<file path="src/rtl/difftest_fp_wb_collector.sv">
// Collects parallel FP register writebacks into a show-ahead FIFO and streams them
// one per cycle, in port order, to the difftest FP-writeback sink; drops on overflow.
module difftest_fp_wb_collector #(
    parameter int unsigned NUM_PORTS = 2,
    parameter int unsigned DEPTH     = 8
) (
    input  logic                      clock,
    input  logic                      reset,
    input  logic [NUM_PORTS-1:0]      io_in_valid,
    input  logic [8*NUM_PORTS-1:0]    io_in_addr,
    input  logic [64*NUM_PORTS-1:0]   io_in_data,
    input  logic [7:0]                io_coreid,
    input  logic                      io_out_ready,
    output logic                      enable,
    output logic                      io_out_valid,
    output logic [7:0]                io_out_address,
    output logic [63:0]               io_out_data,
    output logic [7:0]                io_out_coreid,
    output logic                      io_overflow,
    output logic [7:0]                io_drop_count
);

    localparam int unsigned AW = (DEPTH > 1) ? $clog2(DEPTH) : 1;
    localparam int unsigned CW = AW + 1;
    localparam int unsigned NW = CW + 1;

    logic [7:0]    mem_addr [DEPTH];
    logic [63:0]   mem_data [DEPTH];
    logic [AW-1:0] rd_ptr;
    logic [AW-1:0] wr_ptr;
    logic [CW-1:0] count;

    logic                 deq;
    logic [NW-1:0]        free;
    logic [NW-1:0]        enq_n;
    logic [NW-1:0]        drop_n;
    logic [NUM_PORTS-1:0] wen;
    logic [AW-1:0]        widx [NUM_PORTS];
    logic [8:0]           drop_sum;

    // Lowest-index valid ports claim consecutive free slots; the rest are dropped.
    always_comb begin
        deq    = (count != '0) && io_out_ready;
        free   = NW'(DEPTH) - NW'(count) + NW'(deq);
        enq_n  = '0;
        drop_n = '0;
        wen    = '0;
        for (int k = 0; k < int'(NUM_PORTS); k++) begin
            widx[k] = wr_ptr + AW'(enq_n);
            if (io_in_valid[k]) begin
                if (enq_n < free) begin
                    wen[k] = 1'b1;
                    enq_n  = enq_n + NW'(1);
                end else begin
                    drop_n = drop_n + NW'(1);
                end
            end
        end
        drop_sum = 9'(io_drop_count) + 9'(drop_n);
    end

    always_ff @(posedge clock) begin
        if (reset) begin
            rd_ptr        <= '0;
            wr_ptr        <= '0;
            count         <= '0;
            io_overflow   <= 1'b0;
            io_drop_count <= '0;
            io_out_coreid <= '0;
        end else begin
            rd_ptr        <= rd_ptr + AW'(deq);
            wr_ptr        <= wr_ptr + AW'(enq_n);
            count         <= count + CW'(enq_n) - CW'(deq);
            io_overflow   <= io_overflow | (drop_n != '0);
            io_drop_count <= drop_sum[8] ? 8'hFF : drop_sum[7:0];
            io_out_coreid <= io_coreid;
        end
    end

    // Storage needs no reset: an empty FIFO masks the head to zero.
    always_ff @(posedge clock) begin
        if (!reset) begin
            for (int k = 0; k < int'(NUM_PORTS); k++) begin
                if (wen[k]) begin
                    mem_addr[widx[k]] <= io_in_addr[8*k +: 8];
                    mem_data[widx[k]] <= io_in_data[64*k +: 64];
                end
            end
        end
    end

    assign io_out_valid   = (count != '0);
    assign enable         = io_out_valid;
    assign io_out_address = io_out_valid ? mem_addr[rd_ptr] : 8'h00;
    assign io_out_data    = io_out_valid ? mem_data[rd_ptr] : 64'h0;

endmodule

</file>
<file path="config.mk">
export PLATFORM = sky130hd
export DESIGN_NAME = difftest_fp_wb_collector
export DESIGN_NICKNAME = d
export VERILOG_FILES = /design/src/rtl/difftest_fp_wb_collector.sv
export SDC_FILE = /design/constraint.sdc
export NUM_CORES = 1
export LEC_CHECK = 0
export CORE_MARGIN = 4
export CORE_UTILIZATION = 25
export CTS_CLUSTER_SIZE = 25
export DETAILED_ROUTE_END_ITERATION = 7
export SLEW_MARGIN = 20
export SYNTH_ARGS = -nofsm -noshare
export SYNTH_HDL_FRONTEND = slang
export SYNTH_SLANG_ARGS = --single-unit
</file>
<file path="constraint.sdc">
create_clock -name clock -period 12.1 [get_ports clock]
set_input_delay 3.025 -clock clock [delete_from_list [all_inputs] [get_ports clock]]
set_output_delay 3.025 -clock clock [all_outputs]
set_load 0.02 [all_outputs]
</file>
==> results by group, run 1 <==
Status
  – Outcome: finished, final reports clean

Hold path
  – Hold WC Path Type: register to register

Worst setup path
  – Reg2reg end: mem_data[5][6]$_DFFE_PP_
  – CP Launch Type: input port
  – Largest delay share family, worst path: simple AND/OR/NAND/NOR gates
  – Crit-path max cell delay: between 0.6 and 0.7 ns
  – CP most frequent cell: ha_1
  – Required time worst endpoint: 12.34 ns
  – R2r setup slk: roughly 5.7 ns
  – Crit Path Max Fanout: between 40 and 50
  – Worst Setup EP: mem_data[5][6]$_DFFE_PP_
  – Reg2Reg Depth: 20
  – Worst EP arrival: roughly 8.5 ns
  – Setup CP Type: input port to register
  – CP endpoint kind: register
  – CP max stage cell: nand3_4
  – Worst Setup SP: io_out_ready
  – Critical path depth: 17
  – Cell Chain, Critical Path: clkdlybuf4s50_1 > nand2_1 > ha_1 > inv_1 > ha_1 > nand3_1 > mux2_4 > nor3b_1 > nor2b_1 > ha_1 > ha_1 > xnor2_1 > nor2_1 > nand3_4 > o21ai_4 > buf_4 > buf_4
  – RR Startpoint: count[2]$_SDFF_PP0_
  – Critical path buffers and inverters: 4

Timing
  – FMAX: approximately 0.12 GHz
  – Final worst path period need: approximately 8.3 ns
  – Slew at the pin with the worst max-slew slack: 1.191 ns
  – Setup TNS: 0 ns
  – Setup violations, final: 0
  – Final worst setup slack: about 3.8 ns
  – Max-Slew Margin vs Limit: 0.2060
  – Final hold violations: 0
  – Hold_ws: roughly 0.49 ns
  – RSZ-0062 raised after global routing: false
  – Count of pins over their slew limit: 0
  – Fin crit share: 0.6858
  – Layout Skew: between 0.02 and 0.025 ns

Yosys
  – Post-synthesis average cell area: ~18 um^2
  – Number of synthesized register bits: between 600 and 700
  – Synth Area in Simple Gates: 0.02300
  – Number of synthesized flops with an enable pin: 576
  – Seq/Total Area, Yosys: 0.5782
  – Largest family of logic cells by synthesized area: multiplexers
  – Netlist cell types: 39
  – Main synth FF type: edfxtp_1
  – Syn. warnings: 0
  – Async SR Flop Fraction: 0
  – Synth Area in Adders: 0.008436
  – Synthesized net count: 1898
  – Post-synthesis xor/xnor area fraction: 0.003123
  – Mapped Area: 30850 um^2
  – Synth Area in Compound Gates: 0.003650
  – Cells after Synth: about 1700
  – Mux contribution to synthesized area: 0.3570

Routing
  – # DRC: 0
  – Post-Route WL: roughly 89000 um
  – Final ANT Viol Nets: 0
  – Vias per cell: about 4.6
  – Avg WL per Cell: 24.39 um
  – Via count: 16981
  – Initial DRC Count: roughly 1200
  – First-pass iteration count of the detailed router: 4

Placed design
  – Inst Count DP: between 3000 and 4000
  – Worst slack at placement: 3.088 ns
  – DP Area: 35030 um^2
  – Final Wtd Congestion: 0.7062
  – Hpwl dp: around 51000 um
  – # port buffers: 247

Clocking
  – Hold_buf cts: 0
  – Total CTS buffers: between 70 and 80
  – Post-CTS sizing: 0
  – Clock transition at path regs: 0.06 ns
  – Clock root buffer: clkbuf_16
  – Clk buf depth: 3
  – Postcts setup bufs: 0
  – CTS sink cnt: between 600 and 700
  – CTS tree: yes
  – Clock latency at the later pin of the worst-skew pair: 0.64 ns
  – H-tree levels: 3

Flow run
  – Max-cap violations: 0

Layout
  – Final layout net count: 2145
  – Non-filler cells, final: 3656
  – P&R area growth vs syn: 21.80%
  – Design Area, Final: 37570 um^2
  – Share of cells above drive strength 1: 0.4410
  – Final core utilization: 0.3075
  – Fillers: 11891

Floorplanning
  – Chip height: about 360 um
  – Initial Utilization: 0.2524
  – Boundary pin count: 248
  – Die X-Extent: 359.3 um
  – Die ar.: around 130000 um^2
  – # rows: around 130
  – Floorplan core area: approximately 120000 um^2

Power and ir drop
  – Sw Share: 0.3159
  – VDD IR max: between 0.15 and 0.2 mV
  – Flop pwr share: 0.365
  – Comb pwr share: 0.331
  – NetSw: 2.399 mW
  – Internal power: 5.197 mW
  – Pwr/cell area: 202.2 nW/um^2
  – Leakage: about 12 nW
  – Tot Pwr: 7.596 mW
  – Clock power frac: 0.304

Global route
  – Initial antenna violation count: 18
  – Global Route Usage Sum: 0.1358
  – Overflow after GRT: 0
  – Vias in the first global route: 18709
  – First-pass GRT wire length: 130100 um
  – Largest net degree at the start of global routing: 81
## cells in the final DEF, fill, tap and decap left out, drive strengths merged, types with 3 or more instances in the layout
cell / n
fa: 3
or3: 3
inv: 21
diode: 6
xor2: 5
nor2b: 15
clkbuf: 93
clkinv: 24
o21ai: 7
nand3: 11
bufinv: 10
clkdlybuf4s50: 247
and2: 3
dfxtp: 27
buf: 36
mux4: 144
and3: 4
ha: 16
edfxtp: 576
nor2: 88
nand2b: 3
nand2: 6
a21oi: 9
mux2: 577
mux2i: 75
xnor2: 6
## synthesized netlist by cell type (3+ instances only)
library cell | n | share of area
fa_1 | 3 | 0.0019
mux2i_1 | 75 | 0.024
mux4_2 | 144 | 0.11
nand2_1 | 6 | 0.00073
nand2b_1 | 3 | 0.00061
o21ai_0 | 7 | 0.0011
buf_1 | 13 | 0.0016
xor2_1 | 5 | 0.0014
mux2_2 | 438 | 0.16
nor2_1 | 88 | 0.011
inv_1 | 16 | 0.0019
ha_1 | 16 | 0.0065
dfxtp_1 | 27 | 0.018
mux2_4 | 139 | 0.068
buf_2 | 51 | 0.0083
xnor2_1 | 6 | 0.0017
nand3_2 | 6 | 0.0019
and2_1 | 3 | 0.00061
nand3_1 | 5 | 0.00081
clkbuf_1 | 31 | 0.0038
nor2b_1 | 15 | 0.0030
buf_12 | 16 | 0.010
edfxtp_1 | 576 | 0.56
a21oi_1 | 9 | 0.0015
## state kept, by name, indices dropped and copies added (netlist names)
name           count
mem_data         512
rd_ptr             3
wr_ptr             3
io_out_coreid      8
io_drop_count      8
io_overflow        1
count              4
mem_addr          64
## layer usage
layer  global-route usage  wire length, um  vias up
met4              0.03797             2096        8
met2               0.2450            46610      443
li1                     -                -     7411
met1               0.1637            35740     8980
met5                    0               54        -
met3              0.02752             4667      139
## final cells by class
type                       instances  area (um^2)  area share
antenna                            6        15.01   0.0003996
clock buffer                      93         1976     0.05258
clock inverter                    40        548.0     0.01459
inverter                          16        60.06    0.001598
multi-input combinational        990        12330      0.3283
sequential                       603        17850      0.4750
tap                             1625         2033     0.05411
timing repair buffer             283         2759     0.07343
## worst min path at each step
stage,startpoint,to,depth (start not counted)
2_1_floorplan,wr_ptr[2]$_SDFF_PP0_,wr_ptr[2]$_SDFF_PP0_,2
5_1_grt,io_overflow$_SDFF_PP0_,io_overflow$_SDFF_PP0_,1
3_3_place_gp,io_overflow$_SDFF_PP0_,io_overflow$_SDFF_PP0_,1
6_report,io_overflow$_SDFF_PP0_,io_overflow$_SDFF_PP0_,1
4_1_cts,io_overflow$_SDFF_PP0_,io_overflow$_SDFF_PP0_,1
3_5_place_dp,io_overflow$_SDFF_PP0_,io_overflow$_SDFF_PP0_,1
## power groups by stage
stage / combinational (mW) / clock [mW] / sequential, mW
4_1_cts: 2.58 / 2.36 / 2.78
3_3_place_gp: 2.55 / 0 / 2.81
5_1_grt: 2.70 / 2.46 / 2.80
2_1_floorplan: 1.57 / 0 / 2.81
6_report: 2.52 / 2.31 / 2.77
3_5_place_dp: 2.57 / 0 / 2.82
## cell families after synthesis
logic type,after synthesis
mux,796
xor+xnor,11
buf+inv,129
compound gates,20
fa+ha+maj,19
flops,603
simple gates,144
No activity file was read; power rests on OpenSTA's default activity.
==> run 2: changes to the inputs <==
clock period = 7.4 ns   (was 12.1 ns; I/O delays follow)
==> run 2 against run 1 <==
Against the previous run:
- via count increased by 0.34%
- sequential share of layout area decreased by 0.34 points
- first-iteration DRC count increased by 16%
- clock power increased by 57%
- critical path depth decreased by 1
- critical path type unchanged
- setup slack got worse by 2.1 ns
- clock skew decreased by 0.00060 ns
- global-route usage decreased by 0.32 points
- sequential power increased by 63%
- non-clock buffer count increased by 5
- utilization increased by 0.22 points
==> results by group, run 2 (synthesis results as in run 1) <==
Placed design
  – Final Wtd Congestion: 0.7236 (+2.5%)
  – # port buffers: 247 (unchanged)
  – Inst Count DP: 3521 (+0.11%)
  – Hpwl dp: 51630 um (+1.8%)

Power and ir drop
  – Flop pwr share: 0.366 (about the same)
  – VDD IR max: 0.1584 mV (-15%)
  – Tot Pwr: 12.36 mW (+63%)
  – Leakage: 12.22 nW (+0.58%)
  – Sw Share: 0.3207 (+0.004849)
  – Clock power frac: 0.294 (-0.010)
  – Pwr/cell area: 326.5 nW/um^2 (+62%)
  – Comb pwr share: 0.340 (+0.009)
  – Internal power: 8.393 mW (+62%)
  – NetSw: 3.963 mW (+65%)

Layout
  – Most frequent cells in the layout: 576 x edfxtp_1, 438 x mux2_2, 247 x clkdlybuf4s50_1, 144 x mux4_2, 139 x mux2_4
  – Max reg flops: 512 (unchanged)
  – Non-filler cells, final: 3670 (+0.38%)
  – Fillers: 11820 (-0.60%)
  – P&R area growth vs syn: 22.68%
  – Final layout net count: 2150 (+0.23%)
  – Share of cells above drive strength 1: 0.4424 (+0.001434)
  – Final core utilization: 0.3097 (+0.002222)
  – Most common cell after layout, fill and taps aside: edfxtp_1

Routing
  – Avg WL per Cell: 23.85 um (-2.2%)
  – Final ANT Viol Nets: 0 (unchanged)
  – First-pass iteration count of the detailed router: 5 (+1)
  – Via count: 17038 (+0.34%)
  – Post-Route WL: 87540 um (-1.8%)
  – Initial DRC Count: 1399 (+16%)
  – Vias per cell: 4.643 (about the same)
  – # DRC: 0 (unchanged)

Clocking
  – CTS sink cnt: 603 (unchanged)
  – Clk buf depth: 3 (unchanged)
  – Clock transition at path regs: 0.06 ns (about the same)
  – Clock root buffer: clkbuf_16
  – Postcts setup bufs: 0 (unchanged)
  – CTS tree: yes
  – Total CTS buffers: 75 (unchanged)
  – Post-CTS sizing: 0 (unchanged)
  – Hold_buf cts: 0 (unchanged)
  – Clock latency at the later pin of the worst-skew pair: 0.64 ns (about the same)
  – H-tree levels: 3 (unchanged)

Global route
  – Largest net degree at the start of global routing: 73 (-9.9%)
  – Overflow after GRT: 0 (unchanged)
  – First-pass GRT wire length: 127800 um (-1.8%)
  – Initial antenna violation count: 19 (+1)
  – Vias in the first global route: 18595 (-0.61%)
  – Global Route Usage Sum: 0.1326 (-0.003154)

Timing
  – Final worst path period need: 5.730 ns
  – Final hold violations: 0 (unchanged)
  – Setup violations, final: 0 (unchanged)
  – Max-Slew Margin vs Limit: 0.3254 (+0.1195)
  – FMAX: ~0.17 GHz
  – RSZ-0062 raised after global routing: false
  – Layout Skew: 0.02416 ns (-0.0006038 ns)
  – Count of pins over their slew limit: 0 (unchanged)
  – Slew at the pin with the worst max-slew slack: 1.012 ns (-0.1792 ns)
  – Hold_ws: 0.4907 ns (+0.003920 ns)
  – Fin crit share: 0.7743

Floorplanning
  – Initial Utilization: 0.2524 (unchanged)
  – Floorplan core area: 122200 um^2 (unchanged)
  – Boundary pin count: 248 (unchanged)
  – Die X-Extent: 359.3 um (unchanged)
  – # rows: 128 (unchanged)
  – Chip height: 359.3 um (unchanged)
  – Die ar.: 129100 um^2 (unchanged)

Flow run
  – Max-cap violations: 0 (unchanged)

Status
  – Outcome: finished, final reports clean

Worst setup path
  – Crit Path Max Fanout: 27 (-36%)
  – Required time worst endpoint: 7.69 ns (-4.65 ns)
  – Worst EP arrival: 6.02 ns (-2.52 ns)
  – Setup CP Type: input port to register
  – CP endpoint kind: register
  – CP Launch Type: input port

Hold path
  – Hold WC Path Type: register to register
run 2: cell types whose count changed in the layout (fill, tap and decap cells not counted), moves of 2 or more:
cell / before / now
buf_12: 1 / 22
buf_4: 34 / 17
diode_2: 6 / 13
clkinv_4: 4 / 2
bufinv_16: 10 / 5
buf_16: 0 / 2
clkinv_2: 10 / 13
clkinv_16: 1 / 3
inv_4: 0 / 2
clkinvlp_4: 1 / 3
run 2: area by class of cell:
class,instances,area (um^2),share of cell area
clock buffer,93,1968,0.05201
antenna,13,32.53,0.0008596
timing repair buffer,288,3095,0.08179
tap,1625,2033,0.05372
clock inverter,42,478.0,0.01263
multi-input combinational,990,12330,0.3258
sequential,603,17850,0.4716
inverter,16,60.06,0.001587
run 2: power groups by stage:
stage	clock network, mW	logic [mW]	registers, mW
after global routing	3.89	4.49	4.56
final	3.63	4.20	4.52
after detailed placement	0	4.22	4.65
after CTS	3.73	4.24	4.58
after global placement	0	4.17	4.61
after floorplan	0	2.56	4.57
run 2: final timing paths:
path | end | slack (ns) | depth (start not counted) | startpoint
setup reg to reg | mem_data[5][35]$_DFFE_PP_ | 2.18 | 19 | count[2]$_SDFF_PP0_
setup / recovery | mem_data[5][35]$_DFFE_PP_ | 1.67 | 16 | io_out_ready
hold reg to reg | io_overflow$_SDFF_PP0_ | 0.49 | 1 | io_overflow$_SDFF_PP0_
hold / removal | io_overflow$_SDFF_PP0_ | 0.49 | 1 | io_overflow$_SDFF_PP0_
run 2: per-layer routing:
layer  up-vias  GRT usage  share of wire
met3       134    0.02882          0.059
met4        10    0.04400          0.025
met5         -          0        0.00091
met1      9009     0.1719           0.43
li1       7430          -              -
met2       455     0.2203           0.49
run 2: per-stage QoR:
step,setup WS (ns),cell area [um^2],setup TNS [ns]
final,1.670,37850,0
after global routing,1.347,37840,0
after CTS,1.539,37790,0
after detailed placement,0.9770,35340,0
after global placement,0.8930,35290,0
after floorplan,-1.364,30850,-294.68
run 2: critical path, cell delays in order:
cell             delay, ns
clkdlybuf4s50_1       0.45
nand2_1               0.08
ha_1                  0.21
inv_1                 0.06
ha_1                  0.17
nand3_1               0.07
mux2_4                0.27
nor3b_1               0.48
nor2b_1               0.11
ha_1                  0.21
ha_1                  0.21
xnor2_1               0.14
nor2_1                0.32
nand3_4               0.50
o21ai_4               0.39
buf_4                 0.45
==> run 3: changes to the inputs <==
clock period = 5.42 ns   (was 7.4 ns; I/O delays follow)
==> run 3 against run 2 <==
Against the previous run:
- clock power increased by 33%
- sequential power increased by 37%
- worst hold slack improved by 0.0043 ns
- final cell count increased by 1.4%
- largest power group unchanged
- critical path depth decreased by 9
- global-route usage increased by 0.52 points
- via count increased by 1.8%
- die area unchanged
- register-to-register slack got worse by 1.0 ns
- clock skew about the same
- non-clock buffer count increased by 50
- power increased by 38%
==> results by group, run 3 (synthesis results as in run 1) <==
Status
  – Outcome: finished, final reports clean

Timing
  – Final worst path period need: ~5 ns
  – RSZ-0062 raised after global routing: false
  – Layout Skew: 0.02414 ns (-0.00001820 ns)
  – Final hold violations: 0 (unchanged)
  – Setup violations, final: 0 (unchanged)
  – Max-Slew Margin vs Limit: 0.3415 (+0.01608)
  – FMAX: 0.2059 GHz
  – Slew at the pin with the worst max-slew slack: 0.9877 ns (-0.02412 ns)
  – Count of pins over their slew limit: 0 (unchanged)
  – Fin crit share: 0.8959
  – Setup TNS: 0 ns (unchanged)

Clocking
  – H-tree levels: 3 (unchanged)
  – Hold_buf cts: 0 (unchanged)
  – Postcts setup bufs: 0 (unchanged)
  – Clk buf depth: 3 (unchanged)
  – Clock transition at path regs: 0.05 ns (about the same)
  – CTS tree: yes
  – Clock latency at the later pin of the worst-skew pair: 0.64 ns (about the same)
  – Clock root buffer: clkbuf_16
  – CTS sink cnt: 603 (unchanged)
  – Total CTS buffers: 74 (-1.3%)
  – Post-CTS sizing: 0 (unchanged)

Global route
  – Initial antenna violation count: 22 (+3)
  – Global Route Usage Sum: 0.1379 (+0.005237)
  – Largest net degree at the start of global routing: 43 (-41%)
  – Vias in the first global route: 19131 (+2.9%)
  – First-pass GRT wire length: 131600 um (+2.9%)
  – Overflow after GRT: 0 (unchanged)

Layout
  – Design Area, Final: 38660 um^2 (+2.2%)
  – Most common cell after layout, fill and taps aside: edfxtp_1
  – P&R area growth vs syn: 25.33%
  – Final layout net count: 2199 (+2.3%)
  – Final core utilization: 0.3164 (+0.006696)
  – Max reg flops: 512 (unchanged)
  – Most frequent cells in the layout: 576 x edfxtp_1, 438 x mux2_2, 247 x clkdlybuf4s50_1, 144 x mux4_2, 139 x mux2_4
  – Fillers: 11730 (-0.76%)
  – Share of cells above drive strength 1: 0.4517 (+0.009285)

Floorplanning
  – Die ar.: 129100 um^2 (unchanged)
  – Floorplan core area: 122200 um^2 (unchanged)
  – # rows: 128 (unchanged)
  – Die X-Extent: 359.3 um (unchanged)
  – Initial Utilization: 0.2524 (unchanged)
  – Boundary pin count: 248 (unchanged)
  – Chip height: 359.3 um (unchanged)

Worst setup path
  – R2r setup slk: 1.16 ns (-1.02 ns)
  – RR Startpoint: count[2]$_SDFF_PP0_
  – Worst Setup EP: io_out_data[15]
  – Crit-path max cell delay: 0.64 ns (+0.14 ns)
  – Cell Chain, Critical Path: inv_1 > ha_1 > and2_4 > buf_4 > buf_4 > nor2_1 > clkdlybuf4s50_1
  – Worst EP arrival: 3.50 ns (-2.52 ns)
  – Worst Setup SP: count[2]$_SDFF_PP0_
  – CP most frequent cell: buf_4
  – Reg2reg end: count[2]$_SDFF_PP0_
  – CP max stage cell: clkdlybuf4s50_1
  – CP Launch Type: register
  – Crit Path Max Fanout: 39 (+44%)
  – Reg2Reg Depth: 20 (+1)
  – Setup CP Type: register to output port
  – CP endpoint kind: output port
  – Required time worst endpoint: 4.07 ns (-3.62 ns)

Power and ir drop
  – Pwr/cell area: 441.0 nW/um^2 (+35%)
  – VDD IR max: 0.2876 mV (+82%)
  – Leakage: 12.61 nW (+3.2%)

Placed design
  – DP Area: 36250 um^2 (+2.6%)
  – Final Wtd Congestion: 0.7285 (+0.68%)
  – Hpwl dp: 55440 um (+7.4%)
  – # port buffers: 247 (unchanged)

Flow run
  – Max-cap violations: 0 (unchanged)

Hold path
  – Hold WC Path Type: register to register

Routing
  – Post-Route WL: 91070 um (+4.0%)
  – First-pass iteration count of the detailed router: 5 (unchanged)
  – Avg WL per Cell: 24.48 um (+2.6%)
  – Vias per cell: 4.659 (+0.36%)
  – Initial DRC Count: 1203 (-14%)
  – Via count: 17337 (+1.8%)
  – Final ANT Viol Nets: 0 (unchanged)
  – # DRC: 0 (unchanged)
==> run 3: through the flow <==
step	cells	hold WS, ns	power [mW]	setup slack, ns
CTS	3706	0.4954	17.35	0.3742
detailed placement	3572	0.4769	12.43	0.2314
floorplan	1722	0.5454	9.688	0.09362
finish	3721	0.4950	17.05	0.5641
global route	3712	0.5313	17.83	0.3627
global placement	3572	0.4748	12.29	0.1172
==> run 3: layout make-up <==
class | instances | area (um^2) | share of cell area
clock buffer | 97 | 2009 | 0.05197
inverter | 16 | 60.06 | 0.001553
tap | 1625 | 2033 | 0.05259
timing repair buffer | 338 | 3981 | 0.1030
multi-input combinational | 990 | 12330 | 0.3189
sequential | 603 | 17850 | 0.4616
antenna | 15 | 37.54 | 0.0009708
clock inverter | 37 | 364.1 | 0.009417
==> run 3: per-layer routing <==
layer  up-vias  global-route usage  wire length, um
met1      9134              0.1692            37740
met4         6             0.04820             2225
li1       7545                   -                -
met3       158             0.02658             4772
met5         -                   0               34
met2       494              0.2416            46300
==> run 3: worst min-delay path by stage <==
| stage | start | to | slack [ns] | depth (start not counted) |
|---|---|---|---|---|
| 3_3_place_gp | io_overflow$_SDFF_PP0_ | io_overflow$_SDFF_PP0_ | 0.47 | 1 |
| 5_1_grt | io_overflow$_SDFF_PP0_ | io_overflow$_SDFF_PP0_ | 0.53 | 1 |
| 4_1_cts | io_overflow$_SDFF_PP0_ | io_overflow$_SDFF_PP0_ | 0.50 | 1 |
| 2_1_floorplan | wr_ptr[2]$_SDFF_PP0_ | wr_ptr[2]$_SDFF_PP0_ | 0.55 | 2 |
| 3_5_place_dp | io_overflow$_SDFF_PP0_ | io_overflow$_SDFF_PP0_ | 0.48 | 1 |
| 6_report | io_overflow$_SDFF_PP0_ | io_overflow$_SDFF_PP0_ | 0.50 | 1 |
==> run 3: report_power, final <==
group	leakage (nW)	total [mW]	internal [mW]	switching (mW)
sequential	5.45	6.17	5.93	0.239
clock	1.15	4.84	2.86	1.98
combinational	6.01	6.04	2.85	3.19
==> run 3: worst max-delay path: cells and delay by family (launching register included) <==
kind / cells / cell delay (ns)
buffers and inverters: 4 / 2.00
adders and majority gates: 1 / 0.16
and+or+nand+nor: 2 / 0.36
DFF: 1 / 0.33
